`config.mk`:
```
export PLATFORM = sky130hd
export DESIGN_NAME = ias_step_sequencer
export DESIGN_NICKNAME = d
export VERILOG_FILES = /design/src/rtl/ias_step_sequencer_pkg.sv /design/src/rtl/ias_op_decode.sv /design/src/rtl/ias_step_sequencer.sv
export SDC_FILE = /design/constraint.sdc
export NUM_CORES = 1
export LEC_CHECK = 0
export BUFFER_PORTS_ARGS = -buffer_cell sky130_fd_sc_hd__buf_2
export CORE_UTILIZATION = 54
export CTS_CLUSTER_DIAMETER = 80
export DETAILED_ROUTE_END_ITERATION = 8
export GPL_TIMING_DRIVEN = 0
export PLACE_DENSITY = 0.78
export SLEW_MARGIN = 20
export SYNTH_ARGS = -nofsm -noshare
export SYNTH_HDL_FRONTEND = slang
export SYNTH_SLANG_ARGS = --single-unit
export TNS_END_PERCENT = 10
```
`constraint.sdc`:
```
create_clock -name clk -period 2.55 [get_ports clk]
set_input_delay 0.255 -clock clk [delete_from_list [all_inputs] [get_ports clk]]
set_output_delay 0.255 -clock clk [all_outputs]
set_load 0.01 [all_outputs]
```
`src/rtl/ias_step_sequencer_pkg.sv`:
```
// Shared definitions for the IAS step sequencer: phase indices, opcodes, ALU encodings, FSM states.
// Latency: n/a (package only).
// Backpressure: n/a.
package ias_step_sequencer_pkg;

    // Bit positions of each phase in the stepper's one-hot vector
    localparam int P0 = 0;
    localparam int P1 = 1;
    localparam int P2 = 2;
    localparam int P3 = 3;
    localparam int P4 = 4;
    localparam int P5 = 5;
    localparam int P6 = 6;

    // IAS opcodes handled by this sequencer
    localparam logic [7:0] OP_HALT   = 8'h00;
    localparam logic [7:0] OP_LOAD   = 8'h01;
    localparam logic [7:0] OP_ADD    = 8'h05;
    localparam logic [7:0] OP_SUB    = 8'h06;
    localparam logic [7:0] OP_JMP_L  = 8'h0D;
    localparam logic [7:0] OP_JMP_R  = 8'h0E;
    localparam logic [7:0] OP_JMPP_L = 8'h0F;
    localparam logic [7:0] OP_JMPP_R = 8'h10;
    localparam logic [7:0] OP_STOR   = 8'h21;

    // ALU operation select, qualified by ac_ld
    localparam logic [1:0] ALU_PASS = 2'b00;
    localparam logic [1:0] ALU_ADD  = 2'b01;
    localparam logic [1:0] ALU_SUB  = 2'b10;

    typedef enum logic {
        FETCH_L  = 1'b0,   // next instruction needs a fresh memory word
        DECODE_R = 1'b1    // right instruction already waiting in IBR
    } state_t;

    // Execute class of the latched opcode; exactly one of load..illegal is set.
    // 'right' marks a jump whose target is the right half of the word.
    typedef struct packed {
        logic load;
        logic add;
        logic sub;
        logic stor;
        logic jmp;
        logic jmpp;
        logic halt;
        logic right;
        logic illegal;
    } op_class_t;

    function automatic logic is_onehot7(input logic [6:0] v);
        return (v != 7'd0) && ((v & (v - 7'd1)) == 7'd0);
    endfunction

endpackage

```
`src/rtl/ias_op_decode.sv`:
```
// Combinational opcode classifier: maps the latched opcode to an execute-class one-hot plus illegal flag.
// Latency: 0 cycles (pure combinational).
// Backpressure: none.
// Ports: op (opcode in), cls (execute class out).
module ias_op_decode
    import ias_step_sequencer_pkg::*;
#(
    parameter int OPC_W = 8
) (
    input  logic [OPC_W-1:0] op,
    output op_class_t        cls
);

    always_comb begin
        cls = '0;
        case (op)
            OPC_W'(OP_LOAD):   cls.load = 1'b1;
            OPC_W'(OP_ADD):    cls.add  = 1'b1;
            OPC_W'(OP_SUB):    cls.sub  = 1'b1;
            OPC_W'(OP_STOR):   cls.stor = 1'b1;
            OPC_W'(OP_JMP_L):  cls.jmp  = 1'b1;
            OPC_W'(OP_JMP_R): begin
                cls.jmp   = 1'b1;
                cls.right = 1'b1;
            end
            OPC_W'(OP_JMPP_L): cls.jmpp = 1'b1;
            OPC_W'(OP_JMPP_R): begin
                cls.jmpp  = 1'b1;
                cls.right = 1'b1;
            end
            OPC_W'(OP_HALT):   cls.halt = 1'b1;
            default:           cls.illegal = 1'b1;
        endcase
    end

endmodule

```
`src/rtl/ias_step_sequencer.sv`:
```
// Turns the stepper's one-hot phase into registered one-cycle datapath control pulses for IAS fetch/decode/execute.
// Latency: 1 cycle from the edge that first samples a new phase to the pulse.
// Backpressure: none; a phase held for many cycles produces a single pulse set.
// Ports: clk/rst (sync active-high); steps, opcode, ac_neg in; datapath pulses, ibr_sel/alu_op levels,
//        sticky halted/step_err and one-cycle illegal_op out.
module ias_step_sequencer
    import ias_step_sequencer_pkg::*;
#(
    parameter int SIZE  = 8,
    parameter int OPC_W = 8
) (
    input  logic             clk,
    input  logic             rst,
    input  logic [SIZE-1:0]  steps,
    input  logic [OPC_W-1:0] opcode,
    input  logic             ac_neg,
    output logic             mar_from_pc,
    output logic             mem_rd,
    output logic             mem_wr,
    output logic             ir_ld,
    output logic             ibr_ld,
    output logic             ibr_sel,
    output logic             ac_ld,
    output logic [1:0]       alu_op,
    output logic             pc_inc,
    output logic             pc_ld,
    output logic             halted,
    output logic             step_err,
    output logic             illegal_op
);

    logic [6:0] stp;
    logic       unused_hi;
    assign stp       = steps[6:0];
    assign unused_hi = ^steps[SIZE-1:7];

    state_t           state;
    logic [6:0]       prev_step;
    logic [OPC_W-1:0] op_q;
    logic             skip_left;   // taken jump targeted a right half: next word decodes right only
    logic             cur_right;   // instruction in flight came from the right half
    logic             instr_vld;   // an instruction was loaded at P3 and not yet retired/discarded
    logic             jmp_taken;
    logic             jmp_right;

    op_class_t cls;
    logic      step_ok;
    logic      jmp_go;

    ias_op_decode #(.OPC_W(OPC_W)) u_dec (
        .op  (op_q),
        .cls (cls)
    );

    assign step_ok = is_onehot7(stp);
    assign jmp_go  = cls.jmp | (cls.jmpp & ~ac_neg);

    always_ff @(posedge clk) begin
        if (rst) begin
            state       <= FETCH_L;
            prev_step   <= 7'b0000001;
            op_q        <= '0;
            skip_left   <= 1'b0;
            cur_right   <= 1'b0;
            instr_vld   <= 1'b0;
            jmp_taken   <= 1'b0;
            jmp_right   <= 1'b0;
            mar_from_pc <= 1'b0;
            mem_rd      <= 1'b0;
            mem_wr      <= 1'b0;
            ir_ld       <= 1'b0;
            ibr_ld      <= 1'b0;
            ibr_sel     <= 1'b0;
            ac_ld       <= 1'b0;
            alu_op      <= ALU_PASS;
            pc_inc      <= 1'b0;
            pc_ld       <= 1'b0;
            halted      <= 1'b0;
            step_err    <= 1'b0;
            illegal_op  <= 1'b0;
        end else begin
            // Pulses last one cycle unless re-armed below
            mar_from_pc <= 1'b0;
            mem_rd      <= 1'b0;
            mem_wr      <= 1'b0;
            ir_ld       <= 1'b0;
            ibr_ld      <= 1'b0;
            ac_ld       <= 1'b0;
            pc_inc      <= 1'b0;
            pc_ld       <= 1'b0;
            illegal_op  <= 1'b0;

            if (!step_err) begin
                if (!step_ok) begin
                    // Corrupt stepper vector: freeze everything until reset
                    step_err <= 1'b1;
                end else if (stp != prev_step) begin
                    prev_step <= stp;
                    if (!halted) begin
                        if (stp[P0]) begin
                            // Stepper restarted mid-instruction: drop it, keep FSM state
                            instr_vld <= 1'b0;
                            jmp_taken <= 1'b0;
                        end else if (stp[P1]) begin
                            if (state == FETCH_L) mar_from_pc <= 1'b1;
                        end else if (stp[P2]) begin
                            if (state == FETCH_L) mem_rd <= 1'b1;
                        end else if (stp[P3]) begin
                            op_q      <= opcode;
                            ir_ld     <= 1'b1;
                            instr_vld <= 1'b1;
                            jmp_taken <= 1'b0;
                            if (state == DECODE_R || skip_left) begin
                                ibr_sel   <= 1'b1;
                                cur_right <= 1'b1;
                                skip_left <= 1'b0;
                            end else begin
                                ibr_sel   <= 1'b0;
                                ibr_ld    <= 1'b1;
                                cur_right <= 1'b0;
                            end
                        end else if (stp[P4]) begin
                            if (instr_vld && (cls.load || cls.add || cls.sub)) mem_rd <= 1'b1;
                        end else if (stp[P5]) begin
                            if (instr_vld) begin
                                if (cls.load) begin
                                    ac_ld  <= 1'b1;
                                    alu_op <= ALU_PASS;
                                end
                                if (cls.add) begin
                                    ac_ld  <= 1'b1;
                                    alu_op <= ALU_ADD;
                                end
                                if (cls.sub) begin
                                    ac_ld  <= 1'b1;
                                    alu_op <= ALU_SUB;
                                end
                                if (cls.stor)    mem_wr     <= 1'b1;
                                if (cls.halt)    halted     <= 1'b1;
                                if (cls.illegal) illegal_op <= 1'b1;
                                if (jmp_go) begin
                                    pc_ld     <= 1'b1;
                                    jmp_taken <= 1'b1;
                                    jmp_right <= cls.right;
                                end
                            end
                        end else if (stp[P6]) begin
                            if (instr_vld) begin
                                instr_vld <= 1'b0;
                                if (jmp_taken) begin
                                    // PC already holds the target word; fetch it fresh
                                    state     <= FETCH_L;
                                    skip_left <= jmp_right;
                                    jmp_taken <= 1'b0;
                                end else if (cur_right) begin
                                    pc_inc <= 1'b1;
                                    state  <= FETCH_L;
                                end else begin
                                    state <= DECODE_R;
                                end
                            end
                        end
                    end
                end
            end
        end
    end

endmodule

```
# After elaboration in Yosys (flattened, before gate mapping)

Index checks and enable logic that the tools add are counted.
Widths: inputs -> output; s select.

Bitwise operators: 16
Equality and inequality tests: 17
$add $sub $neg: 1
Mux-type cells: 63
Reductions and logical operators: 33

Operators with widths:

| cell               | number |
|---|---|
| $mux 1             | 60 |
| $reduce_and 12->1  | 3 |
| $eq 8x4->1 const B | 3 |
| $reduce_or 9->1    | 2 |
| $eq 8x3->1 const B | 2 |
| $reduce_or 14->1   | 1 |
| $reduce_or 7->1    | 2 |
| $not 1->1          | 13 |
| $reduce_and 13->1  | 1 |
| $reduce_or 12->1   | 1 |
| $reduce_and 10->1  | 1 |
| $reduce_and 9->1   | 1 |
| $reduce_bool 3->1  | 3 |
| $eq 8x1->1 const B | 1 |
| $eq 8x5->1 const B | 1 |
| $eq 8x6->1 const B | 1 |
| $logic_not 8->1    | 1 |
| $ne 2x2->1 const B | 4 |
| $reduce_and 8->1   | 1 |
| $reduce_or 8->1    | 1 |
| $and 7x7->7        | 1 |
| $logic_not 7->1    | 1 |
| $ne 7x7->1         | 1 |
| $reduce_bool 7->1  | 1 |
| 13 further kinds   | 23 |

Output and inout bits: 14
Bits in registers: 34
Input port bits: 19

# Logic depth before layout (Yosys ltp)

Depth in word-level cells: 13
Depth in mapped cells: 8
Depth with buffers taken out: 6

# Hierarchy

A second synthesis with hierarchy kept.

Cell total of the unflattened synthesis: 201
Area total of the unflattened synthesis: 1801.7 um^2

By module, submodules not included:

| module             | area each (um^2) | sequential area each (um^2) | cells each | instances |
|---|---|---|---|---|
| ias_step_sequencer | 1576.5           | 680.7                       | 169        | 1 |
| ias_op_decode      | 225.2            | 0.0                         | 32         | 1 |

# Worst setup path after synthesis

No wires, ideal clock.

Kind: input -> register
From: input port steps[1]
To: register skip_left
Setup slack: 589 ps
Arrival time: 1840 ps
Stages: 7
Buffers on the path: 2
Required time: 2429 ps
Path through: buf_2 -> nor4_4 -> o311ai_2 -> a21bo_2 -> buf_4 -> nor4_1 -> mux2_2

Longest elaborated chain between the ends: 5
Elaborated cells between the ends (all ways): 8
Classes of those cells: 1 x add/sub; 1 x eq/ne; 2 x bitwise; 4 x reduce/logical

RTL lines:

| element                              | line                         | RTL |
|---|---|---|
| start, declared                      | ias_step_sequencer.sv:14     | `input logic [SIZE-1:0] steps,` |
| $sub 7x1->7                          | ias_step_sequencer_pkg.sv:51 | `return (v != 7'd0) && ((v & (v - 7'd1)) == 7'd0);` |
| $and 7x7->7                          | ias_step_sequencer_pkg.sv:51 |  |
| $logic_not 7->1                      | ias_step_sequencer_pkg.sv:51 |  |
| $logic_and 1x1->1                    | ias_step_sequencer_pkg.sv:51 |  |
| $reduce_and 13->1 (no source line) * | n/a                          |  |
| end signal, assigned                 | ias_step_sequencer.sv:153    | `skip_left <= jmp_right;` |
| end, declared                        | ias_step_sequencer.sv:40     | `logic skip_left;` |

Mark *: on every way between the ends. The rest lies on a longest branch, timed or not.
A chain may end at the register's enable or synchronous reset.

# Worst setup path in the final report

From: register prev_step[1]
To: register skip_left

Longest elaborated chain between the ends: 2

RTL lines:

| element                            | line                     | RTL |
|---|---|---|
| start, declared                    | ias_step_sequencer.sv:38 | `logic [6:0] prev_step;` |
| start signal, assigned             | ias_step_sequencer.sv:98 | `prev_step <= stp;` |
| $ne 7x7->1                         | ias_step_sequencer.sv:97 | `end else if (stp != prev_step) begin` |
| $reduce_and 13->1 (no source line) | n/a                      |  |

Every way passes these cells.

==> impl_metrics.ini <==
[drt]
routed_wl_per_cell_um = 13.3
drt_iter0_drc = 40
detail_route.vias_per_cell = 5.62
wl_mm = 3.58
drtAntennaViolNets = 0
drc_viols = 0
pre_repair_dr_iteration_count = 4
route.vias.total = 1511

[sta]
finalCritPeriodShare = 0.754
totalNegativeSetupSlack_ns = 0
slew-limit-headroom = 0.572
tightest_slew_ns = 0.637
finalMaxSlewViolations = 0
final.setup_skew_ns = 0.0108
post-route-min-period_ns = 1.92
finalHoldWorstSlack_ns = 0.124
setup_violations = 0
timing.fmax_mhz = 520
finalHoldViolations = 0
rsz_0062_raised_after_global_routing = no

[placed_design]
io_buffer_count = 26
dp_hpwl_mm = 2.70
post_place_instance_area_um2 = 1910
finalWeightedCongestion = 0.851

[floorplan]
row_count = 20
initial_utilization = 0.568
ios = 33
die_width_um = 58.4
design.core.area_um2 = 3030
die_area_um2 = 3420
die_h_um = 58.4

[power]
cell_internal_power_mw = 0.700
ir_drop_mv = 0.351
power.sequential.fraction = 0.570
power_frac_clock = 0.343
switching_power_mw = 0.241
p_comb_frac = 0.087
power_per_cell_area_nw_per_um2 = 478
sw_frac_of_total = 0.256
finalPower_mw = 0.941
leakage_nw = 0.797

[layout]
finalNetCount = 243
syn2layout_area_growth_pct = 14.5
final_area_um2 = 1970
top_register = op_q
commonest_cells_after_routing_fill_and_taps_aside = 34 x sky130_fd_sc_hd__dfxtp_1, 31 x sky130_fd_sc_hd__nor2_1, 30 x sky130_fd_sc_hd__buf_2
diodes = 0
layout.cells.most_common = sky130_fd_sc_hd__dfxtp_1
drive_above_1_share = 0.236
nFillCells = 259
largest_register_ff_count = 8
largest_registers = op_q (8), prev_step (7), alu_op (2)

[logic_synthesis]
postSynth.asyncResetShare = 0
syn-instance-count = 191
post-synth-top-area-fraction = 0.396
yosysSeqAreaShare = 0.396
syn-cell-area_um2 = 1720
ys_dominant_reg_cell = sky130_fd_sc_hd__dfxtp_1
synthesis.nets = 210
syn-mean-instance-area_um2 = 9.01
ys_types = 44
ys_ff_latch = 34
count_of_flip_flops_with_a_built_in_enable_after_synthesis = 0
yosysTopAreaCell = sky130_fd_sc_hd__dfxtp_1
yosysWarnings = 0
synth_top_cells_by_area = sky130_fd_sc_hd__dfxtp_1 40%, sky130_fd_sc_hd__mux2i_1 12%, sky130_fd_sc_hd__nor2_1 6.8%, sky130_fd_sc_hd__xnor2_1 4.1%, sky130_fd_sc_hd__nor3_1 3.5%

[global_routing]
grt_first_pass_wirelength_mm = 6.01
grt_max_degree = 12
grt_pass1_vias = 1444
global_route.overflow_total = 0
number_of_antenna_violations_at_the_first_check_in_global_routing = 0
grt_util_all_layers = 0.236

[clock_network]
clkTransAtPathRegs_ns = 0.11
number_of_buffers_inserted_for_hold_repair_after_clock_tree_synthesis = 0
tritoncts = built
cts_resized = 0
cts_htree_levels = 2
clock_sink_count = 34
clock-root-buffer = sky130_fd_sc_hd__clkbuf_4
post_cts.repair.setup_buffers = 0
tritoncts_buffer_count = 5
worstSkewPairLatency_ns = 0.35
cts_max_path_buffers = 2

[flow_run]
max_cap_violations = 0

[setup_path]
critical-path-slowest-cell = sky130_fd_sc_hd__mux2_2
critPathArrivalTime_ns = 2.17
r2r_start = prev_step[1]
ordered_list_of_cells_on_the_worst_path = xnor2_1, nand3_1, o21a_1, a21bo_2, buf_4, nor4_1, mux2_2
crit_path_max_delay_family = compound AO/OA/AOI/OAI gates
worst-path-max-fanout = 10
startpoint_class_of_the_critical_path = flip-flop
cp_num_buf_inv = 1
setup.worst_path.end_class = flip-flop
reg2regPathDepth = 7
max_stage_delay_ns = 0.37
worst-endpoint-required_ns = 2.79
rr_endpoint = skip_left
worst_path_class_setup = reg2reg
r2r_slack_ns = 0.63

[hold_path]
hold-path-cell-count = 3
min_from = opcode[2]
worstHoldPathType = in2reg
worstHoldEndpoint = op_q[2]

[run_status]
run_status = finished clean
[routing by layer]
metal  wire length (µm)  vias up  global-route usage
li1                   -      745                   -
met1               1520      699               0.254
met2               1780       59               0.417
met3                211        8              0.0484
met4                 76        0               0.156
met5                  0        -                   0
[cell type report]
cell class	count	area, µm²	area share
buffer	13	72.6	0.0368
clock buffer	6	51.3	0.0260
clock inverter	2	12.5	0.00635
inverter	3	11.3	0.00572
multi-input combinational	141	956	0.485
sequential	34	681	0.346
tap	44	55.1	0.0280
timing repair buffer	26	130	0.0661
[worst max path at each step]
stage	end	slack [ns]	from	depth (start not counted)
2_1_floorplan	skip_left	0.59	steps[1]	7
3_3_place_gp	jmp_right	0.37	steps[0]	7
3_5_place_dp	jmp_right	0.32	steps[0]	7
4_1_cts	skip_left	0.62	prev_step[5]	7
5_1_grt	jmp_right	0.46	steps[0]	7
6_report	skip_left	0.63	prev_step[1]	7
[power by group through the flow]
stage | Clock [mW] | Combinational, mW | Sequential (mW)
after floorplan | 0 | 0.0563 | 0.549
after global placement | 0 | 0.0794 | 0.548
after detailed placement | 0 | 0.0815 | 0.549
after CTS | 0.331 | 0.0819 | 0.537
after global routing | 0.354 | 0.0905 | 0.537
final | 0.323 | 0.0821 | 0.536
[tightest hold or removal path, delay by kind of cell]
family	cells	cell delay, ns
multiplexers	1	0.05
AND/OR/NAND/NOR	1	0.07
buffers and inverters	1	0.07
[stage by stage]
| step | utilization | setup WS (ns) | std cells |
|---|---|---|---|
| after floorplan | - | 0.589 | 191 |
| after global placement | 0.629 | 0.374 | 261 |
| after detailed placement | 0.629 | 0.317 | 261 |
| after CTS | 0.650 | 0.622 | 269 |
| after global routing | 0.650 | 0.456 | 269 |
| final | 0.650 | 0.626 | 269 |
[logic make-up (layout without fill, tap and decap cells)]
logic type | count (synthesis) | in the layout | share of synthesized area
simple gates | 86 | 86 | 0.276
flops | 34 | 34 | 0.396
compound gates | 26 | 26 | 0.116
mux | 21 | 21 | 0.123
buf+inv | 16 | 50 | 0.0487
xor+xnor | 8 | 8 | 0.0407
[Yosys cell counts, types with 2 or more instances]
cell / count
sky130_fd_sc_hd__and3_1: 2
sky130_fd_sc_hd__o21ai_0: 3
sky130_fd_sc_hd__a21oi_1: 8
sky130_fd_sc_hd__nand2_1: 10
sky130_fd_sc_hd__nand3_1: 3
sky130_fd_sc_hd__nor3b_1: 2
sky130_fd_sc_hd__buf_4: 3
sky130_fd_sc_hd__nand4b_1: 3
sky130_fd_sc_hd__nor4_1: 3
sky130_fd_sc_hd__nor2b_1: 6
sky130_fd_sc_hd__or2_2: 2
sky130_fd_sc_hd__nor3_1: 12
sky130_fd_sc_hd__nor2_1: 31
sky130_fd_sc_hd__o21a_1: 2
sky130_fd_sc_hd__mux2i_1: 20
sky130_fd_sc_hd__dfxtp_1: 34
sky130_fd_sc_hd__clkbuf_1: 5
sky130_fd_sc_hd__nor4b_1: 3
sky130_fd_sc_hd__inv_1: 3
sky130_fd_sc_hd__buf_2: 4
sky130_fd_sc_hd__nand2b_1: 2
sky130_fd_sc_hd__xnor2_1: 8
Note: power is estimated with default switching activity, not from simulation.
